==> src/rtl/mips_instr_loader_pkg.sv <==
// Shared ISA definitions for the instruction loader: format codes, the opcode/funct
// set the control unit decodes, loader state encoding and legality helpers.
package mips_instr_loader_pkg;

  localparam logic [1:0] FMT_R = 2'd0;
  localparam logic [1:0] FMT_I = 2'd1;
  localparam logic [1:0] FMT_J = 2'd2;
  localparam logic [1:0] FMT_X = 2'd3;

  localparam logic [5:0] OP_SPECIAL = 6'h00;
  localparam logic [5:0] OP_J       = 6'h02;
  localparam logic [5:0] OP_JAL     = 6'h03;
  localparam logic [5:0] OP_BEQ     = 6'h04;
  localparam logic [5:0] OP_BNE     = 6'h05;
  localparam logic [5:0] OP_ADDI    = 6'h08;
  localparam logic [5:0] OP_ADDIU   = 6'h09;
  localparam logic [5:0] OP_SLTI    = 6'h0A;
  localparam logic [5:0] OP_SLTIU   = 6'h0B;
  localparam logic [5:0] OP_ANDI    = 6'h0C;
  localparam logic [5:0] OP_ORI     = 6'h0D;
  localparam logic [5:0] OP_LUI     = 6'h0F;
  localparam logic [5:0] OP_LW      = 6'h23;
  localparam logic [5:0] OP_LBU     = 6'h24;
  localparam logic [5:0] OP_LHU     = 6'h25;
  localparam logic [5:0] OP_SB      = 6'h28;
  localparam logic [5:0] OP_SH      = 6'h29;
  localparam logic [5:0] OP_SW      = 6'h2B;

  localparam logic [5:0] FN_SLL  = 6'h00;
  localparam logic [5:0] FN_SRL  = 6'h02;
  localparam logic [5:0] FN_JR   = 6'h08;
  localparam logic [5:0] FN_ADD  = 6'h20;
  localparam logic [5:0] FN_ADDU = 6'h21;
  localparam logic [5:0] FN_SUB  = 6'h22;
  localparam logic [5:0] FN_SUBU = 6'h23;
  localparam logic [5:0] FN_AND  = 6'h24;
  localparam logic [5:0] FN_OR   = 6'h25;
  localparam logic [5:0] FN_NOR  = 6'h27;
  localparam logic [5:0] FN_SLT  = 6'h2A;
  localparam logic [5:0] FN_SLTU = 6'h2B;

  typedef enum logic [1:0] {
    ST_IDLE = 2'd0,
    ST_LOAD = 2'd1,
    ST_DONE = 2'd2,
    ST_ERR  = 2'd3
  } state_e;

  function automatic logic r_funct_ok(input logic [5:0] fn);
    case (fn)
      FN_SLL, FN_SRL, FN_JR, FN_ADD, FN_ADDU, FN_SUB, FN_SUBU,
      FN_AND, FN_OR, FN_NOR, FN_SLT, FN_SLTU: r_funct_ok = 1'b1;
      default:                                r_funct_ok = 1'b0;
    endcase
  endfunction

  function automatic logic i_op_ok(input logic [5:0] op);
    case (op)
      OP_BEQ, OP_BNE, OP_ADDI, OP_ADDIU, OP_SLTI, OP_SLTIU, OP_ANDI, OP_ORI,
      OP_LUI, OP_LW, OP_LBU, OP_LHU, OP_SB, OP_SH, OP_SW: i_op_ok = 1'b1;
      default:                                            i_op_ok = 1'b0;
    endcase
  endfunction

  function automatic logic j_op_ok(input logic [5:0] op);
    j_op_ok = (op == OP_J) || (op == OP_JAL);
  endfunction

endpackage

==> src/rtl/mips_instr_pack.sv <==
// Combinational packer: field-level record in, 32-bit MIPS word plus legal flag out.
module mips_instr_pack
  import mips_instr_loader_pkg::*;
(
  input  logic [1:0]  fmt,
  input  logic [5:0]  op,
  input  logic [4:0]  rs,
  input  logic [4:0]  rt,
  input  logic [4:0]  rd,
  input  logic [4:0]  shamt,
  input  logic [5:0]  funct,
  input  logic [15:0] imm,
  input  logic [25:0] target,
  output logic [31:0] word,
  output logic        legal
);

  always_comb begin
    word  = 32'd0;
    legal = 1'b0;
    case (fmt)
      FMT_R: begin
        word  = {op, rs, rt, rd, shamt, funct};
        legal = (op == OP_SPECIAL) && r_funct_ok(funct);
      end
      FMT_I: begin
        word  = {op, rs, rt, imm};
        legal = i_op_ok(op);
      end
      FMT_J: begin
        word  = {op, target};
        legal = j_op_ok(op);
      end
      default: begin
        word  = 32'd0;
        legal = 1'b0;
      end
    endcase
  end

endmodule

==> src/rtl/mips_instr_loader.sv <==
// Instruction-memory writer: takes records over a valid/ready stream, validates and
// packs them, and writes them to consecutive word addresses from a start point.
module mips_instr_loader
  import mips_instr_loader_pkg::*;
#(
  parameter int ADDR_W = 8,
  parameter int CNT_W  = ADDR_W + 1
) (
  input  logic              clk,
  input  logic              reset_n,
  input  logic              start,
  input  logic [ADDR_W-1:0] base_addr,
  input  logic [CNT_W-1:0]  count,
  output logic              busy,
  output logic              done,
  output logic              err,
  output logic [CNT_W-1:0]  err_idx,
  input  logic              in_valid,
  output logic              in_ready,
  input  logic [1:0]        in_fmt,
  input  logic [5:0]        in_op,
  input  logic [4:0]        in_rs,
  input  logic [4:0]        in_rt,
  input  logic [4:0]        in_rd,
  input  logic [4:0]        in_shamt,
  input  logic [5:0]        in_funct,
  input  logic [15:0]       in_imm,
  input  logic [25:0]       in_target,
  output logic              mem_we,
  output logic [ADDR_W-1:0] mem_addr,
  output logic [31:0]       mem_wdata,
  output state_e            dbg_state
);

  // Handshake: a record transfers on a rising edge where in_valid and in_ready are
  // both high; in_ready is registered and high exactly while in LOAD, and does not
  // depend on in_valid.
  state_e            state;
  logic [ADDR_W-1:0] wr_ptr;
  logic [CNT_W-1:0]  remaining;
  logic [CNT_W-1:0]  total;
  logic [31:0]       pack_word;
  logic              pack_legal;
  logic              hs;

  mips_instr_pack u_pack (
    .fmt    (in_fmt),
    .op     (in_op),
    .rs     (in_rs),
    .rt     (in_rt),
    .rd     (in_rd),
    .shamt  (in_shamt),
    .funct  (in_funct),
    .imm    (in_imm),
    .target (in_target),
    .word   (pack_word),
    .legal  (pack_legal)
  );

  assign hs        = in_valid & in_ready;
  assign dbg_state = state;

  always_ff @(posedge clk or negedge reset_n) begin
    if (!reset_n) begin
      state     <= ST_IDLE;
      busy      <= 1'b0;
      done      <= 1'b0;
      err       <= 1'b0;
      err_idx   <= '0;
      in_ready  <= 1'b0;
      mem_we    <= 1'b0;
      mem_addr  <= '0;
      mem_wdata <= '0;
      wr_ptr    <= '0;
      remaining <= '0;
      total     <= '0;
    end else begin
      mem_we <= 1'b0;
      done   <= 1'b0;
      case (state)
        ST_IDLE, ST_ERR: begin
          if (start) begin
            err     <= 1'b0;
            err_idx <= '0;
            if (count != '0) begin
              state     <= ST_LOAD;
              busy      <= 1'b1;
              in_ready  <= 1'b1;
              wr_ptr    <= base_addr;
              remaining <= count;
              total     <= count;
            end else begin
              state <= ST_DONE;
              done  <= 1'b1;
            end
          end
        end
        ST_LOAD: begin
          if (hs) begin
            if (pack_legal) begin
              mem_we    <= 1'b1;
              mem_addr  <= wr_ptr;
              mem_wdata <= pack_word;
              wr_ptr    <= wr_ptr + ADDR_W'(1);
              remaining <= remaining - CNT_W'(1);
              if (remaining == CNT_W'(1)) begin
                state    <= ST_DONE;
                done     <= 1'b1;
                busy     <= 1'b0;
                in_ready <= 1'b0;
              end
            end else begin
              // The offending record is dropped; its index counts from the session start.
              err      <= 1'b1;
              err_idx  <= total - remaining;
              state    <= ST_ERR;
              busy     <= 1'b0;
              in_ready <= 1'b0;
            end
          end
        end
        ST_DONE: state <= ST_IDLE;
        default: state <= ST_IDLE;
      endcase
    end
  end

endmodule

==> config.mk <==
export PLATFORM = sky130hd
export DESIGN_NAME = mips_instr_loader
export DESIGN_NICKNAME = d
export VERILOG_FILES = /design/src/rtl/mips_instr_loader_pkg.sv /design/src/rtl/mips_instr_pack.sv /design/src/rtl/mips_instr_loader.sv
export SDC_FILE = /design/constraint.sdc
export NUM_CORES = 1
export LEC_CHECK = 0
export CAP_MARGIN = 20
export CORE_MARGIN = 2
export CORE_UTILIZATION = 47
export DETAILED_ROUTE_END_ITERATION = 8
export HOLD_SLACK_MARGIN = 0.02
export PLACE_DENSITY_LB_ADDON = 0.2
export SYNTH_ARGS = -nofsm -noshare
export SYNTH_HDL_FRONTEND = slang
export SYNTH_SLANG_ARGS = --single-unit
==> constraint.sdc <==
create_clock -name clk -period 3 [get_ports clk]
set_clock_uncertainty 0.1 [all_clocks]
set_input_delay 0.6 -clock clk [delete_from_list [all_inputs] [get_ports clk]]
set_output_delay 0.6 -clock clk [all_outputs]
set_load 0.03 [all_outputs]
Yosys cells after proc, flatten, opt, wreduce, memory -nomap -nowiden. Memories as Yosys holds them, arrays and structs flattened. Index checks and enable logic that the tools add are counted.

Memories kept: 1. Input port bits: 97. Word-level logic and storage cells: 100. Bits in read-only memories: 64. Output and inout port bits: 56. Register bits after elaboration: 81.

Memories: (no name shown) (depth 64, bits a word 1, read ports 1, clocked after memory_dff 0, write ports 0, line mips_instr_loader_pkg.sv:58) `case (op)`.

Reduce and logical (&&, ||, !) cells: 16. $add $sub $neg: 3. Bitwise gates (word level): 1. Muxes and demuxes: 43. Equal/unequal tests: 25.

Operators by type and width (number): $pmux 32 s3 (1); $mux 9 (7); $eq 6x6->1 const B (9); $pmux 9 s2 (2); $mux 8 (4); $eq 6x2->1 const B (3); $mux 1 (18); $pmux 8 s2 (1); $logic_not 6->1 (2); $reduce_or 12->1 (1); $mux 2 (5); $ne 2x2->1 const B (5); $reduce_and 5->1 (2); $eq 9x1->1 const B (1); $reduce_and 3->1 (3); $reduce_bool 9->1 (1); $sub 9x1->9 const B (1); $sub 9x9->9 (1); $add 8x1->8 const B (1); $eq 2x2->1 const B (3); $eq 6x4->1 const B (1); $pmux 1 s2 (3); $pmux 2 s3 (1); $eq 2x1->1 const B (2); 9 further kinds (10).

Longest topological paths before layout. Gate-level depths: netlist of the first run.

Depth after elaboration: 9. Depth in mapped cells: 10. Gate-level depth less buffers: 10.

By module. A second synthesis of the first run with hierarchy kept.

Cell total of the unflattened synthesis: 543. Area total of the unflattened synthesis: 4576.9 um^2.

Modules (own cells, without submodules): mips_instr_loader (sequential area each 2026.9 um^2, times used 1, area each 3938.8 um^2, cells each 426); mips_instr_pack (sequential area each 0.0 um^2, times used 1, area each 638.1 um^2, cells each 117).

Worst setup path before layout of the first run. OpenSTA, ideal clock, no wires.

Path kind: reg2reg. Start: register state[0], in the netlist dbg_state[0]. End: register remaining[8]. Slack: 0.385 ns. Buffers on the path: 0. Required time: 2.776 ns. Arrival: 2.391 ns. Setup time: 0.124 ns. Period minus slack after synthesis: 2.615 ns. Stages on the path, launching flop included: 9. Cell sequence: dfrtp_1 -> inv_1 -> ha_1 -> nor2b_1 -> a211o_1 -> and2b_1 -> o31ai_2 -> o311a_1 -> a211o_1.

Cells in the longest elaborated chain, start to end: 4. Elaborated cells between the ends (all ways): 11. Classes of those cells: eq/ne (6); mux (1); reduce/logical (4).

RTL lines: start, declared (line mips_instr_loader.sv:38) `state_e state;`; start signal, assigned (line mips_instr_loader.sv:65) `state <= ST_IDLE;`; start signal, assigned (line mips_instr_loader.sv:86) `state <= ST_LOAD;`; start signal, assigned (line mips_instr_loader.sv:93) `state <= ST_DONE;`; $eq 2x2->1 / $logic_not 2->1 (equally long branches) (line mips_instr_loader.sv:80) `case (state)`; $reduce_or 2->1 (line mips_instr_loader.sv:80); $ne 2x2->1 (no source line) / $reduce_bool 2->1 (equally long branches); $reduce_and 5->1 (no source line); end signal, assigned (line mips_instr_loader.sv:90) `remaining <= count;`; end signal, assigned (line mips_instr_loader.sv:105) `remaining <= remaining - CNT_W'(1);`; end, declared (line mips_instr_loader.sv:40) `logic [CNT_W-1:0] remaining;`.

Several ways; a longest one is shown, not always the timed one. A chain may end at the register's enable or synchronous reset.

Worst setup path in the final report of the first run.
Start: input in_op[3]. End: register wr_ptr[5].

Cells in the longest elaborated chain, start to end: 5. Elaborated cells between the ends (all ways): 9. Classes of those cells: eq/ne (3); mux (1); reduce/logical (4); memory (1).

RTL lines: start, declared (line mips_instr_loader.sv:21) `input logic [5:0] in_op,`; branches (longest 2 deep; another with $mem_v2 64x1); $pmux 1 s3 (*) (line mips_instr_pack.sv:21) `case (fmt)`; $ne 2x2->1 (no source line) (*); $reduce_and 5->1 (no source line) (*); end signal, assigned (line mips_instr_loader.sv:89) `wr_ptr <= base_addr;`; end signal, assigned (line mips_instr_loader.sv:104) `wr_ptr <= wr_ptr + ADDR_W'(1);`; end, declared (line mips_instr_loader.sv:39) `logic [ADDR_W-1:0] wr_ptr;`.

Every way passes the cells marked *.

==> results.yml, run 1 <==
status:
  status: "complete, no violations"
routing:
  firstDrtPassIters: 5
  drc_errors: 0
  routed_via_density: 5.53
  drt_iter0_drc: 271
  wl_per_cell_um: 16.0
  drt-total-wl_um: 13300
  ant_nets: 0
  via_count: 4583
global_routing:
  grt_pass1_wl_um: 21900
  antenna_found_initial: 0
  grt-ovfl-total: 0
  grt_start_max_net_pins: 82
  grt_pass1_vias: 4566
  track_usage_pct: 24.7
critical_path:
  max_stage_delay_ns: 0.53
  arrival_ns: 2.79
  path_max_fanout: 15
  cp_slowest_cell: "clkdlybuf4s50_1"
  critical_path.endpoint_type: "register"
  crit_required_ns: 3.15
  cp_cell_sequence: "clkdlybuf4s50_1 > nor4_2 > nand3_1 > a31oi_4 > or3_4 > buf_4 > nand2b_1 > a311oi_1"
  crit_type: "primary input to register"
  r2r_cells: 8
  crit_path_start_kind: "primary input"
cts:
  cts_sinks: 81
  cts_setup_buffers: 0
  path_clk_slew_ns: 0.08
  tritoncts: "built"
  ctsResizeCount: 0
  numCtsBuffers: 9
  h-tree-depth: 3
  ctsRootBufferMaster: "clkbuf_8"
  clk_latency_ns: 0.35
  cts_buffer_depth: 2
  cts_hold_repair.buffers: 0
logic_synthesis:
  syn_inst: 528
  synth-compound-area-share_pct: 19.0
  synth_area_um2: 4710
  synthFlopType: "dfrtp_1"
  ys_warn_count: 0
  synth_edf_count: 0
  yosys.area.top_type: "dfrtp_1"
  ys_top_cells_by_count: "dfrtp_1, nand2_1, o21ai_0"
  synth_xor_area_share_pct: 1.12
  synth_top_family_by_area: "simple AND/OR/NAND/NOR gates"
  ys_async_sr_fraction_pct: 100
  synth_fp_nets: 639
  ys_types: 57
  ys_seq_area_share_pct: 43.1
  synth.most_common_cell: "dfrtp_1"
  synth.area.mux_share_pct: 7.79
  syn_avg_cell_area_um2: 8.92
  synth.top_cell.area_share_pct: 43.1
  synth_fa_ha_area_share_pct: 3.88
  yosys-top-cells-area: "dfrtp_1, nand2_1, o21ai_0"
  ys_ff_latch: 81
  synth_simple_gate_area_share_pct: 19.9
floorplan:
  die-height_um: 104
  ioPinCount: 153
  die_x_um: 104
  coreArea_um2: 9730
  dieArea_um2: 10800
  start_util_pct: 48.4
  fp-row-count: 36
timing:
  relSlewSlack_pct: 69.6
  fin_crit_ns: 2.63
  setup_violations: 0
  worst_hold_slack_ns: 0.0864
  rsz0062_at_grt: "no"
  max_freq_mhz: 380
  slew_viol_final: 0
  hold_violations: 0
  tns_ns: 0
  min_period_over_period_pct: 87.8
  worst_slew_pin_slew_ns: 0.450
layout:
  fillCellCount: 800
  drive_above_1_share_pct: 9.63
  antenna_cells: 0
  nNetsFinal: 803
  stdcell_area_um2: 6760
  syn_to_final_growth_pct: 43.5
  instances_no_fill: 829
flow_run:
  drv_cap: 0
place:
  gp_congestion: 0.869
  placed_cells: 813
  place_area_um2: 6500
  dp_hpwl_um: 9930
  portBuffers: 152
min_path:
  hp-class: "primary input to asynchronous set/reset pin"
power:
  leakage_nw: 2.91
  irDropWorstVdd_uv: 487
  p_total_mw: 6.40
  power_per_cell_area_nw_per_um2: 947
layout by cell type, fill, tap and decap left out, types with 13 or more instances in the layout:
cell	count
nor2b_1	18
buf_4	28
nor3_1	17
o22ai_1	15
ha_1	13
mux2i_1	22
a21oi_1	40
nor2_1	36
clkdlybuf4s50_1	151
o21ai_0	46
dfrtp_1	81
inv_1	27
nand2_1	65
nand3_1	31
state kept, by name, summed over array words and instances, names as in the netlist:
signal     count
mem_wdata     32
err_idx        9
dbg_state      2
err            1
total          9
mem_addr       8
done           1
wr_ptr         8
in_ready       1
remaining      9
mem_we         1
logic make-up after synthesis:
family / Yosys count
AOI/OAI and AO/OA: 142
xor gates and xnor gates: 6
buffers and inverters: 56
DFF: 81
and+or+nand+nor: 194
muxes: 35
adders and majority gates: 14
worst max-delay path, delay by kind of cell:
family | cells | cell delay, ns
and+or+nand+nor | 4 | 0.91
buffers and inverters | 2 | 0.71
AOI/OAI and AO/OA | 2 | 0.56
metal layers:
layer	global-route usage, %	routed length, um	up-vias
li1	-	-	2198
met5	0	0	-
met2	41.9	6580	192
met1	31.5	5570	2160
met3	5.76	898	33
met4	7.43	228	0
cell type report:
| class | instances | area (um2) | area share, % |
|---|---|---|---|
| inverters | 27 | 101 | 1.50 |
| clock buffers | 13 | 169 | 2.50 |
| flip-flops and latches | 81 | 2030 | 30.0 |
| well taps | 133 | 166 | 2.46 |
| multi-input cells | 391 | 2440 | 36.2 |
| clock inverters | 2 | 60.1 | 0.889 |
| repair buffers | 182 | 1790 | 26.5 |
stage by stage:
step,setup WS (ns),util [%]
finish,0.365,69.4
CTS,0.377,69.1
global route,0.249,69.4
global placement,0.152,66.8
detailed placement,0.0387,66.8
floorplan,0.385,-
report_power, final:
part	switching (mW)	leakage (nW)	internal [mW]
Sequential	0.378	1.04	1.53
Clock	0.388	0.116	0.534
Combinational	2.01	1.75	1.56
Total	2.78	2.91	3.62
worst paths after layout:
path                                   start  slack, ns            to
worst max-delay path                in_op[3]       0.37     wr_ptr[5]
worst min-delay path                 reset_n       0.09        mem_we
worst max register to register  dbg_state[0]       0.45  remaining[8]
worst min register to register  mem_wdata[5]       0.38  mem_wdata[5]
max in group asynchronous            reset_n       2.12  mem_wdata[8]
min in group clk                mem_wdata[5]       0.38  mem_wdata[5]
Power figures use the tool's default switching activity.
==> run 2, diff against run 1 <==
--- a/config.mk
+++ b/config.mk
@@ -7,8 +7,9 @@
 export LEC_CHECK = 0
 export CAP_MARGIN = 20
 export CORE_MARGIN = 2
-export CORE_UTILIZATION = 47
+export CORE_UTILIZATION = 64
 export DETAILED_ROUTE_END_ITERATION = 8
+export DONT_BUFFER_PORTS = 1
 export HOLD_SLACK_MARGIN = 0.02
 export PLACE_DENSITY_LB_ADDON = 0.2
 export SYNTH_ARGS = -nofsm -noshare
==> run 2 against run 1 <==
Against the previous run: flip-flop and latch count unchanged; non-clock buffer count decreased by 167; clock power decreased by 18%; maximum frequency decreased by 2.2%; via count decreased by 15%; routed wire length decreased by 13%; sequential power increased by 24%; worst setup slack got worse by 0.060 ns; register-to-register slack got worse by 0.14 ns; final cell count decreased by 24%; critical path type is now register to register; critical endpoint is now wr_ptr[6]; largest cell class unchanged.
==> results.yml, run 2 (synthesized netlist as in run 1, its figures left out) <==
critical_path:
  r2r_setup_slack_ns: 0.31
  arrival_ns: 2.81
  cp_cell_sequence: "ha_1 > nor2b_1 > a211o_1 > and2b_1 > buf_4 > nand3_1 > nor4b_1 > a311oi_1"
  r2r_cells: 8
  crit_type: "register to register"
  cp_slowest_cell: "dfrtp_1"
  crit_path_start_kind: "register"
  r2r_start: "dbg_state[1]"
  path_max_fanout: 23
  reg2reg_to: "wr_ptr[6]"
  crit_required_ns: 3.12
  cp.buffers_inverters: 1
  max_stage_delay_ns: 0.52
  critical_path.endpoint_type: "register"
  cp_top_family: "simple AND/OR/NAND/NOR gates"
global_routing:
  grt_pass1_vias: 3993
  grt_start_max_net_pins: 82
  grt_pass1_wl_um: 19300
  track_usage_pct: 29.7
  grt-ovfl-total: 0
  antenna_found_initial: 0
timing:
  fin_crit_ns: 2.69
  setup_violations: 0
  max_freq_mhz: 371
  worst_hold_slack_ns: 0.0450
  rsz0062_at_grt: "no"
  min_period_over_period_pct: 89.8
  slew_viol_final: 0
  hold_violations: 0
  tns_ns: 0
  relSlewSlack_pct: 53.1
  worst_slew_pin_slew_ns: 0.700
routing:
  via_count: 3906
  drc_errors: 0
  ant_nets: 0
  drt-total-wl_um: 11500
  wl_per_cell_um: 18.4
  drt_iter0_drc: 309
  routed_via_density: 6.22
  firstDrtPassIters: 6
layout:
  largest_reg_flops: 32
  fillCellCount: 570
  syn_to_final_growth_pct: 6.27
  final_cell_mix: "dfrtp_1, nand2_1, o21ai_0, a21oi_1, nor2_1"
  antenna_cells: 0
  regMostFlops: "mem_wdata"
  mostFrequentLayoutCell: "dfrtp_1"
  drive_above_1_share_pct: 9.45
  nNetsFinal: 636
power:
  irDropWorstVdd_uv: 408
  leakage_nw: 2.23
  power_per_cell_area_nw_per_um2: 1110
cts:
  tritoncts: "built"
  clk_latency_ns: 0.35
  ctsRootBufferMaster: "clkbuf_8"
  cts_sinks: 81
  path_clk_slew_ns: 0.08
  h-tree-depth: 3
  numCtsBuffers: 9
  cts_buffer_depth: 2
floorplan:
  die_x_um: 89.8
  die-height_um: 89.8
  start_util_pct: 65.6
  dieArea_um2: 8060
  coreArea_um2: 7180
  ioPinCount: 153
  fp-row-count: 31
place:
  dp_hpwl_um: 8330
  portBuffers: 0
  gp_congestion: 0.896
flow_run:
  drv_cap: 0
status:
  status: "complete, no violations"
min_path:
  hp-class: "primary input to asynchronous set/reset pin"
-- run 2: what timing repair did --
item / in CTS / in global routing
hold endpoints to repair: 81 / 0
gates resized for setup: 0 / 0
hold buffers: 1 / 0
setup buffers: 0 / 0
-- run 2: worst max-delay path by stage --
stage                       from            to  slack, ns  depth (start not counted)
finish              dbg_state[1]     wr_ptr[6]       0.31                          8
global route        dbg_state[1]     wr_ptr[6]       0.16                          8
CTS                 dbg_state[1]     wr_ptr[6]       0.34                          8
detailed placement  dbg_state[1]     wr_ptr[6]       0.34                          8
global placement       in_fmt[1]  remaining[8]       0.45                          6
floorplan           dbg_state[0]  remaining[8]       0.39                          8
-- run 2: worst reg2reg max path, delay by kind of cell (launching register included) --
kind	cells	cell delay (ns)
flip-flops	1	0.52
buffers and inverters	1	0.28
adder cells (fa/ha/maj)	1	0.42
AO/OA/AOI/OAI	2	0.40
AND/OR/NAND/NOR	4	0.84
-- run 2: layer usage --
metal  vias up  share of wire [%]  global-route usage, %
met5         -                  0                      0
met4         0                2.7                   11.7
met3        28                7.4                   6.37
met2       197                 50                   51.7
met1      1812                 39                   36.1
li1       1869                  -                      -
-- run 2: area by class of cell --
cell class                 count  area (um2)  area share [%]
clock inverter                 4        45.0           0.900
clock buffer                  11         131            2.63
inverter                      27         101            2.03
multi-input combinational    391        2440            48.8
timing repair buffer          15         133            2.65
tap                           99         124            2.48
sequential                    81        2030            40.5
-- run 2: power breakdown --
part	switching [mW]	internal, mW	total (mW)
sequential	0.848	1.52	2.37
clock	0.382	0.377	0.759
combinational	1.40	1.02	2.42
-- run 2: metrics by stage --
stage	worst slack [ns]	cells	power, mW	utilization, %	cell area (um2)
floorplan	0.385	528	4.13	-	4710
global placement	0.450	612	4.61	66.9	4800
detailed placement	0.345	612	4.73	66.9	4800
CTS	0.344	628	5.53	69.7	5000
global route	0.164	628	5.96	69.7	5000
finish	0.305	628	5.55	69.7	5000
==> run 3, diff against run 2 <==
--- a/config.mk
+++ b/config.mk
@@ -12,6 +12,7 @@
 export DONT_BUFFER_PORTS = 1
 export HOLD_SLACK_MARGIN = 0.02
 export PLACE_DENSITY_LB_ADDON = 0.2
+export SKIP_CTS_REPAIR_TIMING = 1
 export SYNTH_ARGS = -nofsm -noshare
 export SYNTH_HDL_FRONTEND = slang
 export SYNTH_SLANG_ARGS = --single-unit
==> run 3 against run 2 <==
Against the previous run: flip-flop and latch count stayed put; sequential share of layout area unchanged; worst setup slack better by 0.034 ns; via count is essentially flat; total power shrank 0.37%; final cell count did not move; design area stayed put; sequential power about the same; critical endpoint unchanged; largest cell class unchanged; largest power group unchanged.
==> results.yml, run 3 (synthesized netlist as in run 1, its figures left out) <==
place:
  portBuffers: 0
  dp_hpwl_um: 8330
  gp_congestion: 0.896
  place_area_um2: 4800
cts:
  clk_latency_ns: 0.36
  h-tree-depth: 3
  ctsRootBufferMaster: "clkbuf_8"
  cts_sinks: 81
  numCtsBuffers: 9
  cts_buffer_depth: 2
  path_clk_slew_ns: 0.08
  tritoncts: "built"
global_routing:
  track_usage_pct: 29.5
  grt_pass1_wl_um: 19300
  antenna_found_initial: 0
  grt_start_max_net_pins: 82
  grt_pass1_vias: 3967
  grt-ovfl-total: 0
timing:
  min_period_over_period_pct: 88.7
  fin_crit_ns: 2.66
  tns_ns: 0
  slew_viol_final: 0
  max_freq_mhz: 376
  relSlewSlack_pct: 53.4
  hold_violations: 0
  setup_violations: 0
  rsz0062_at_grt: "no"
  worst_slew_pin_slew_ns: 0.695
layout:
  antenna_cells: 0
  drive_above_1_share_pct: 9.45
  fillCellCount: 571
  stdcell_area_um2: 5000
  mostFrequentLayoutCell: "dfrtp_1"
  final_cell_mix: "dfrtp_1, nand2_1, o21ai_0, a21oi_1, nor2_1"
  largest_reg_flops: 32
  syn_to_final_growth_pct: 6.27
  nNetsFinal: 636
  regMostFlops: "mem_wdata"
critical_path:
  crit_type: "register to register"
  arrival_ns: 2.78
  startpoint: "dbg_state[1]"
  critical_path.endpoint_type: "register"
  crit_required_ns: 3.12
  max_stage_delay_ns: 0.52
  crit_path_start_kind: "register"
  crit_path_end: "wr_ptr[6]"
  r2r_start: "dbg_state[1]"
  path_max_fanout: 23
  cp_cell_sequence: "ha_1 > nor2b_1 > a211o_1 > and2b_1 > buf_4 > nand3_1 > nor4b_1 > a311oi_1"
  r2r_cells: 8
  cp_slowest_cell: "dfrtp_1"
  r2r_setup_slack_ns: 0.34
  reg2reg_to: "wr_ptr[6]"
floorplan:
  die_x_um: 89.8
  fp-row-count: 31
  die-height_um: 89.8
  dieArea_um2: 8060
  coreArea_um2: 7180
  ioPinCount: 153
  start_util_pct: 65.6
routing:
  drc_errors: 0
  wl_per_cell_um: 18.2
  firstDrtPassIters: 5
  via_count: 3907
  drt-total-wl_um: 11400
  ant_nets: 0
  drt_iter0_drc: 275
  routed_via_density: 6.22
flow_run:
  drv_cap: 0
power:
  irDropWorstVdd_uv: 408
  power_per_cell_area_nw_per_um2: 1110
  leakage_nw: 2.23
min_path:
  hp-class: "primary input to asynchronous set/reset pin"
status:
  status: "complete, no violations"
==> run 3: how the worst min path moves through the flow <==
stage | end | slack [ns] | cells past startpoint
after floorplan | dbg_state[0] | 0.20 | 0
after global placement | mem_we | 0.21 | 0
after detailed placement | mem_addr[3] | 0.21 | 0
after CTS | total[1] | -0.18 | 0
after global routing | wr_ptr[4] | 0.05 | 1
final | mem_we | 0.05 | 1
==> run 3: per-layer routing <==
layer  wire length [um]  up-vias  share of wire [%]  GRT usage [%]
met2               5840      180                 51           51.7
met4                273        0                2.4           10.9
met3                807       24                7.1           6.45
met1               4500     1837                 39           35.9
met5                  0        -                  0              0
li1                   -     1866                  -              -
==> run 3: area by class of cell <==
class	count	area (um2)	area share (%)
clock buffer	11	131	2.63
clock inverter	4	45.0	0.900
inverter	27	101	2.03
multi-input combinational	391	2440	48.8
sequential	81	2030	40.5
tap	99	124	2.48
timing repair buffer	15	133	2.65
==> run 3: through the flow <==
stage / hold slack, ns / instances / utilization (%) / power [mW] / setup WS, ns
final: 0.0463 / 628 / 69.7 / 5.53 / 0.339
after CTS: -0.180 / 627 / 69.3 / 5.50 / 0.344
after detailed placement: 0.206 / 612 / 66.9 / 4.73 / 0.345
after floorplan: 0.204 / 528 / - / 4.13 / 0.385
after global placement: 0.206 / 612 / 66.9 / 4.61 / 0.450
after global routing: 0.0521 / 628 / 69.7 / 5.96 / 0.166
==> run 3: report_power, final <==
part | leakage [nW] | internal [mW] | switching (mW)
logic | 1.10 | 1.02 | 1.38
clock network | 0.0929 | 0.377 | 0.383
registers | 1.04 | 1.52 | 0.845
==> run 3: worst max-delay path: cells and delay by family (launching register included) <==
kind | cells | cell delay (ns)
buffers and inverters | 1 | 0.27
adders and majority gates | 1 | 0.42
AOI/OAI and AO/OA | 2 | 0.39
DFF | 1 | 0.52
and+or+nand+nor | 4 | 0.83
==> RTL change 1 (flow settings as in run 3) <==
Reset style: synchronous (`reset_n`), changed in one clocked block.
--- a/src/rtl/mips_instr_loader.sv
+++ b/src/rtl/mips_instr_loader.sv
@@ -62,3 +62,3 @@
 
-  always_ff @(posedge clk or negedge reset_n) begin
+  always_ff @(posedge clk) begin
     if (!reset_n) begin
Check against the original RTL: differs if reset_n is asserted again (counterexample within 4 cycles, from zero or initial values and one cycle with reset_n low); with reset_n held inactive, the same outputs for 4 cycles.
==> RTL change 1 against run 3 <==
Sequential cell count is the same; combinational power shrank 29%; setup slack lost 0.047 ns; total power shrank 26%; routed wire length grew 0.41%; area after synthesis shrank 8.1%; largest power group unchanged; cell count shrank 5.3%; final area shrank 7.4%; clock power grew 25%; critical path type unchanged.
==> RTL change 1: results (changes against run 3) <==
Global routing:
- The via count of the first global-routing pass is 3927 (-1.0%).
- The global-route wire length before repair is 18300 um (-5.3%).
- The global-route usage over all layers is 30.8% (+1.3 points).
- The pin count of the biggest net entering global routing is 45 (-45%).

Pwr:
- The worst supply voltage drop on vdd came to 0.390 mV (-4.4%).
- The reported clock group power is 949 uW (+25%).
- The static leakage is 1.68 nW (-25%).
- The portion of total power attributed to the clock network was 23.1% (+9.4 points).
- The internal portion of total power is 2.46 mW (-16%).

Yosys:
- The complex-gate fraction of the synthesized area was 20.9% (+1.9 points).
- The post-synthesis sequential area ratio came to 37.5% (-5.6 points).
- The async set-or-reset flop fraction in the synthesized netlist is 0% (-100 points).
- The number of library cell types mapped by synthesis is 63 (+11%).
- The arithmetic-cell share of the synthesized area counting full adders, half adders and majority gates came to 4.22% (+0.34 points).
- After synthesis, the most frequently instantiated cells are 81 x sky130_fd_sc_hd__dfxtp_1, 70 x sky130_fd_sc_hd__nor2_1, 36 x sky130_fd_sc_hd__nand2_1, 32 x sky130_fd_sc_hd__nor3_1, 27 x sky130_fd_sc_hd__nand3_1.
- Sorting the synthesized cells by area gives the leading types as sky130_fd_sc_hd__dfxtp_1 37%, sky130_fd_sc_hd__nor2_1 6.1%, sky130_fd_sc_hd__mux2i_1 5.6%, sky130_fd_sc_hd__ha_1 3.8%, sky130_fd_sc_hd__nor3_1 3.7%.
- The post-synthesis net count came to 635 (-0.63%).
- The xor/xnor share of the synthesized area is 1.62% (+0.50 points).

Setup path:
- The data arrival time of the worst path is 2.86 ns (+0.08 ns).
- The delay of the slowest cell on the worst path is 0.62 ns (+0.10 ns).
- The worst register-to-register path ends at wr_ptr[5].
- The highest fanout seen on the critical path is 12 (-48%).
- The highest-delay cell along the critical path is sky130_fd_sc_hd__nor3_2.
- The dominant delay contributor by cell family on the critical path is compound AO/OA/AOI/OAI gates.
- The most critical setup path has its startpoint at dbg_state[0].
- The slack of the worst reg-to-reg path is 0.29 ns (-0.05 ns).

STA:
- The worst hold-check slack came to 0.297 ns (+0.251 ns).
- The transition at the pin with the smallest max-transition slack is 0.709 ns (+0.0137 ns).

Routing:
- The routed wire length is 11500 um (+0.41%).
- The total iterations of the first detailed-routing run is 5 (unchanged).
- The routed via count divided by cell count is 6.69 (+7.5%).
- The iteration-0 DRC count of the detailed router is 279 (+1.5%).

Cells and area:
- The share of layout cells above drive strength 1 is 8.69% (-0.76 points).
- The fill cell total of the finished layout is 537 (-6.0%).
- The final-stage net count came to 624 (-1.9%).

Placed design:
- The half-perimeter wire length after detailed placement was 8460 um (+1.6%).
- The final weighted congestion of routability-driven global placement is 0.954 (+6.5%).

Worst hold path:
- The tightest min-delay check is of the in -> reg type.

Outcome:
- The run finished with clean final reports.
RTL change 1: layer usage:
layer  vias up  part of all wire (%)  GRT usage (%)
li1       1890                     -              -
met1      1870                    40           36.8
met2       183                    49           51.9
met3        38                   8.2           8.38
met4         0                   2.9           13.5
met5         -                     0              0
RTL change 1: area by class of cell:
class | instances | area [um^2] | share of cell area (%)
inverters | 21 | 78.8 | 1.70
multi-input cells | 385 | 2480 | 53.5
flip-flops and latches | 81 | 1620 | 35.0
clock buffers | 11 | 131 | 2.83
well taps | 77 | 96.3 | 2.08
repair buffers | 15 | 125 | 2.70
clock inverters | 5 | 104 | 2.24
RTL change 1: metrics by stage:
stage	instance area [um^2]	cells	worst slack [ns]
2_1_floorplan	4330	524	0.424
3_3_place_gp	4400	579	0.433
3_5_place_dp	4400	579	0.347
4_1_cts	4640	595	0.325
5_1_grt	4640	595	0.178
6_report	4640	595	0.293
==> RTL change 2 (config.mk and constraints of run 3) <==
Without the edit above. Set the parameter `ADDR_W` to 9 (it was 8).
--- a/src/rtl/mips_instr_loader.sv
+++ b/src/rtl/mips_instr_loader.sv
@@ -5,3 +5,3 @@
 #(
-  parameter int ADDR_W = 8,
+  parameter int ADDR_W = 9,
   parameter int CNT_W  = ADDR_W + 1
Interface: changed (resized base_addr, count, err_idx and mem_addr); port bits go from 153 to 157. No check against the original RTL was run, so the function may have changed too.
==> RTL change 2 against run 3 <==
Non-clock buffer count increased by 1; critical path type unchanged; critical endpoint is now wr_ptr[5]; sequential power increased by 13%; total power increased by 12%; final area increased by 7.0%; die area increased by 7.9%; area after synthesis increased by 8.3%; utilization decreased by 0.48 points; routed wire length increased by 5.2%; sequential cell count increased by 5; setup slack improved by 0.098 ns.
==> RTL change 2: results (changes against run 3) <==
Outcome:
- The run finished with clean final reports.

Routing:
- The routed via count divided by cell count is 6.32 (+1.7%).
- The total via count in the routed design is 4054 (+3.8%).
- The routed wire length was 12000 um (+5.2%).
- The iteration-0 DRC count of the detailed router came to 319 (+16%).

Yosys:
- The average size of a mapped cell is 9.40 um^2 (+5.5%).
- The post-synthesis net count is 656 (+2.7%).
- The post-synthesis sequential area ratio is 42.2% (-0.83 points).
- Ranked by instance count, the synthesized netlist is headed by 86 x sky130_fd_sc_hd__dfrtp_1, 63 x sky130_fd_sc_hd__nor2_1, 46 x sky130_fd_sc_hd__a21oi_1, 32 x sky130_fd_sc_hd__nand2_1, 30 x sky130_fd_sc_hd__mux2i_1.

Global routing:
- The routing usage on met3 is 6.04% (-0.41 points).
- The routing usage on met2 is 47.4% (-4.3 points).
- The global-route wire length before repair is 19100 um (-0.93%).
- The global-route usage over all layers is 27.8% (-1.7 points).
- The pin count of the biggest net entering global routing came to 87 (+6.1%).
- The global routing met1 resource utilization came to 34.7% (-1.1 points).
- The via count of the first global-routing pass is 3928 (-0.98%).

Placed design:
- The final weighted congestion of routability-driven global placement is 0.831 (-7.2%).
- The pre-CTS setup slack came to -0.0264 ns (-0.371 ns).
- The half-perimeter wire length after detailed placement came to 8940 um (+7.3%).

Setup path:
- The data arrival time of the worst path is 2.74 ns (-0.04 ns).
- The delay of the slowest cell on the worst path was 0.42 ns (-0.10 ns).
- The highest fanout seen on the critical path is 19 (-17%).
- The highest-delay cell along the critical path is sky130_fd_sc_hd__ha_1.

Pwr:
- The static leakage is 2.35 nW (+5.5%).
- The worst supply voltage drop on vdd is 0.698 mV (+71%).

Cells and area:
- The fill cell total of the finished layout came to 593 (+3.9%).

STA:
- The transition at the pin with the smallest max-transition slack was 0.695 ns (-0.0000323 ns).
## RTL change 2: cell types whose count changed in the layout (fill, tap and decap cells not counted), sizes merged, moves of 9 or more
cell and delta:
a22oi +10, nand2 -33, nor2 +27, a21oi +32, o22ai -9, o21ai -30
## RTL change 2: cell families after synthesis
family / share of synthesized area, %
adders and majority gates: 3.83
AOI/OAI and AO/OA: 19.2
xor gates and xnor gates: 1.37
muxes: 10.3
DFF: 42.2
buffers and inverters: 6.11
and+or+nand+nor: 17.0
## RTL change 2: path summary, 6_finish.rpt
kind                              start         to  slack [ns]  cells past startpoint
setup / recovery           dbg_state[0]  wr_ptr[5]        0.44                      8
hold / removal                  reset_n  wr_ptr[7]        0.05                      1
setup reg to reg           dbg_state[0]  wr_ptr[5]        0.44                      8
hold reg to reg                total[5]   total[5]        0.42                      1
max in group asynchronous       reset_n   total[1]        2.42                      1
min in group clk               count[0]   total[0]        0.27                      2
## RTL change 2: power by group
part           internal (mW)  total [mW]  leakage (nW)  switching (mW)
combinational           1.20        2.77          1.21            1.56
sequential              1.66        2.67          1.07            1.01
clock                  0.309       0.758        0.0789           0.449
total                   3.17        6.19          2.35            3.02
## RTL change 2: critical path: cells and delay by family (launching register included)
family | cells | cell delay, ns
flops | 1 | 0.37
fa+ha+maj | 1 | 0.42
simple gates | 4 | 1.15
buf+inv | 2 | 0.29
compound gates | 1 | 0.15
## RTL change 2: metal layers
metal / vias to the layer above / part of all wire [%] / wire length [um]
li1: 1918 / - / -
met1: 1946 / 41 / 4930
met2: 167 / 49 / 5940
met3: 23 / 7.3 / 882
met4: 0 / 2.1 / 258
met5: - / 0 / 0
## RTL change 2: layout make-up
| class | instances | area [um^2] | share of cell area (%) |
|---|---|---|---|
| multi-input cells | 397 | 2650 | 49.5 |
| flip-flops and latches | 86 | 2150 | 40.2 |
| repair buffers | 16 | 153 | 2.85 |
| well taps | 102 | 128 | 2.38 |
| clock buffers | 9 | 124 | 2.31 |
| inverters | 24 | 90.1 | 1.68 |
| clock inverters | 7 | 56.3 | 1.05 |
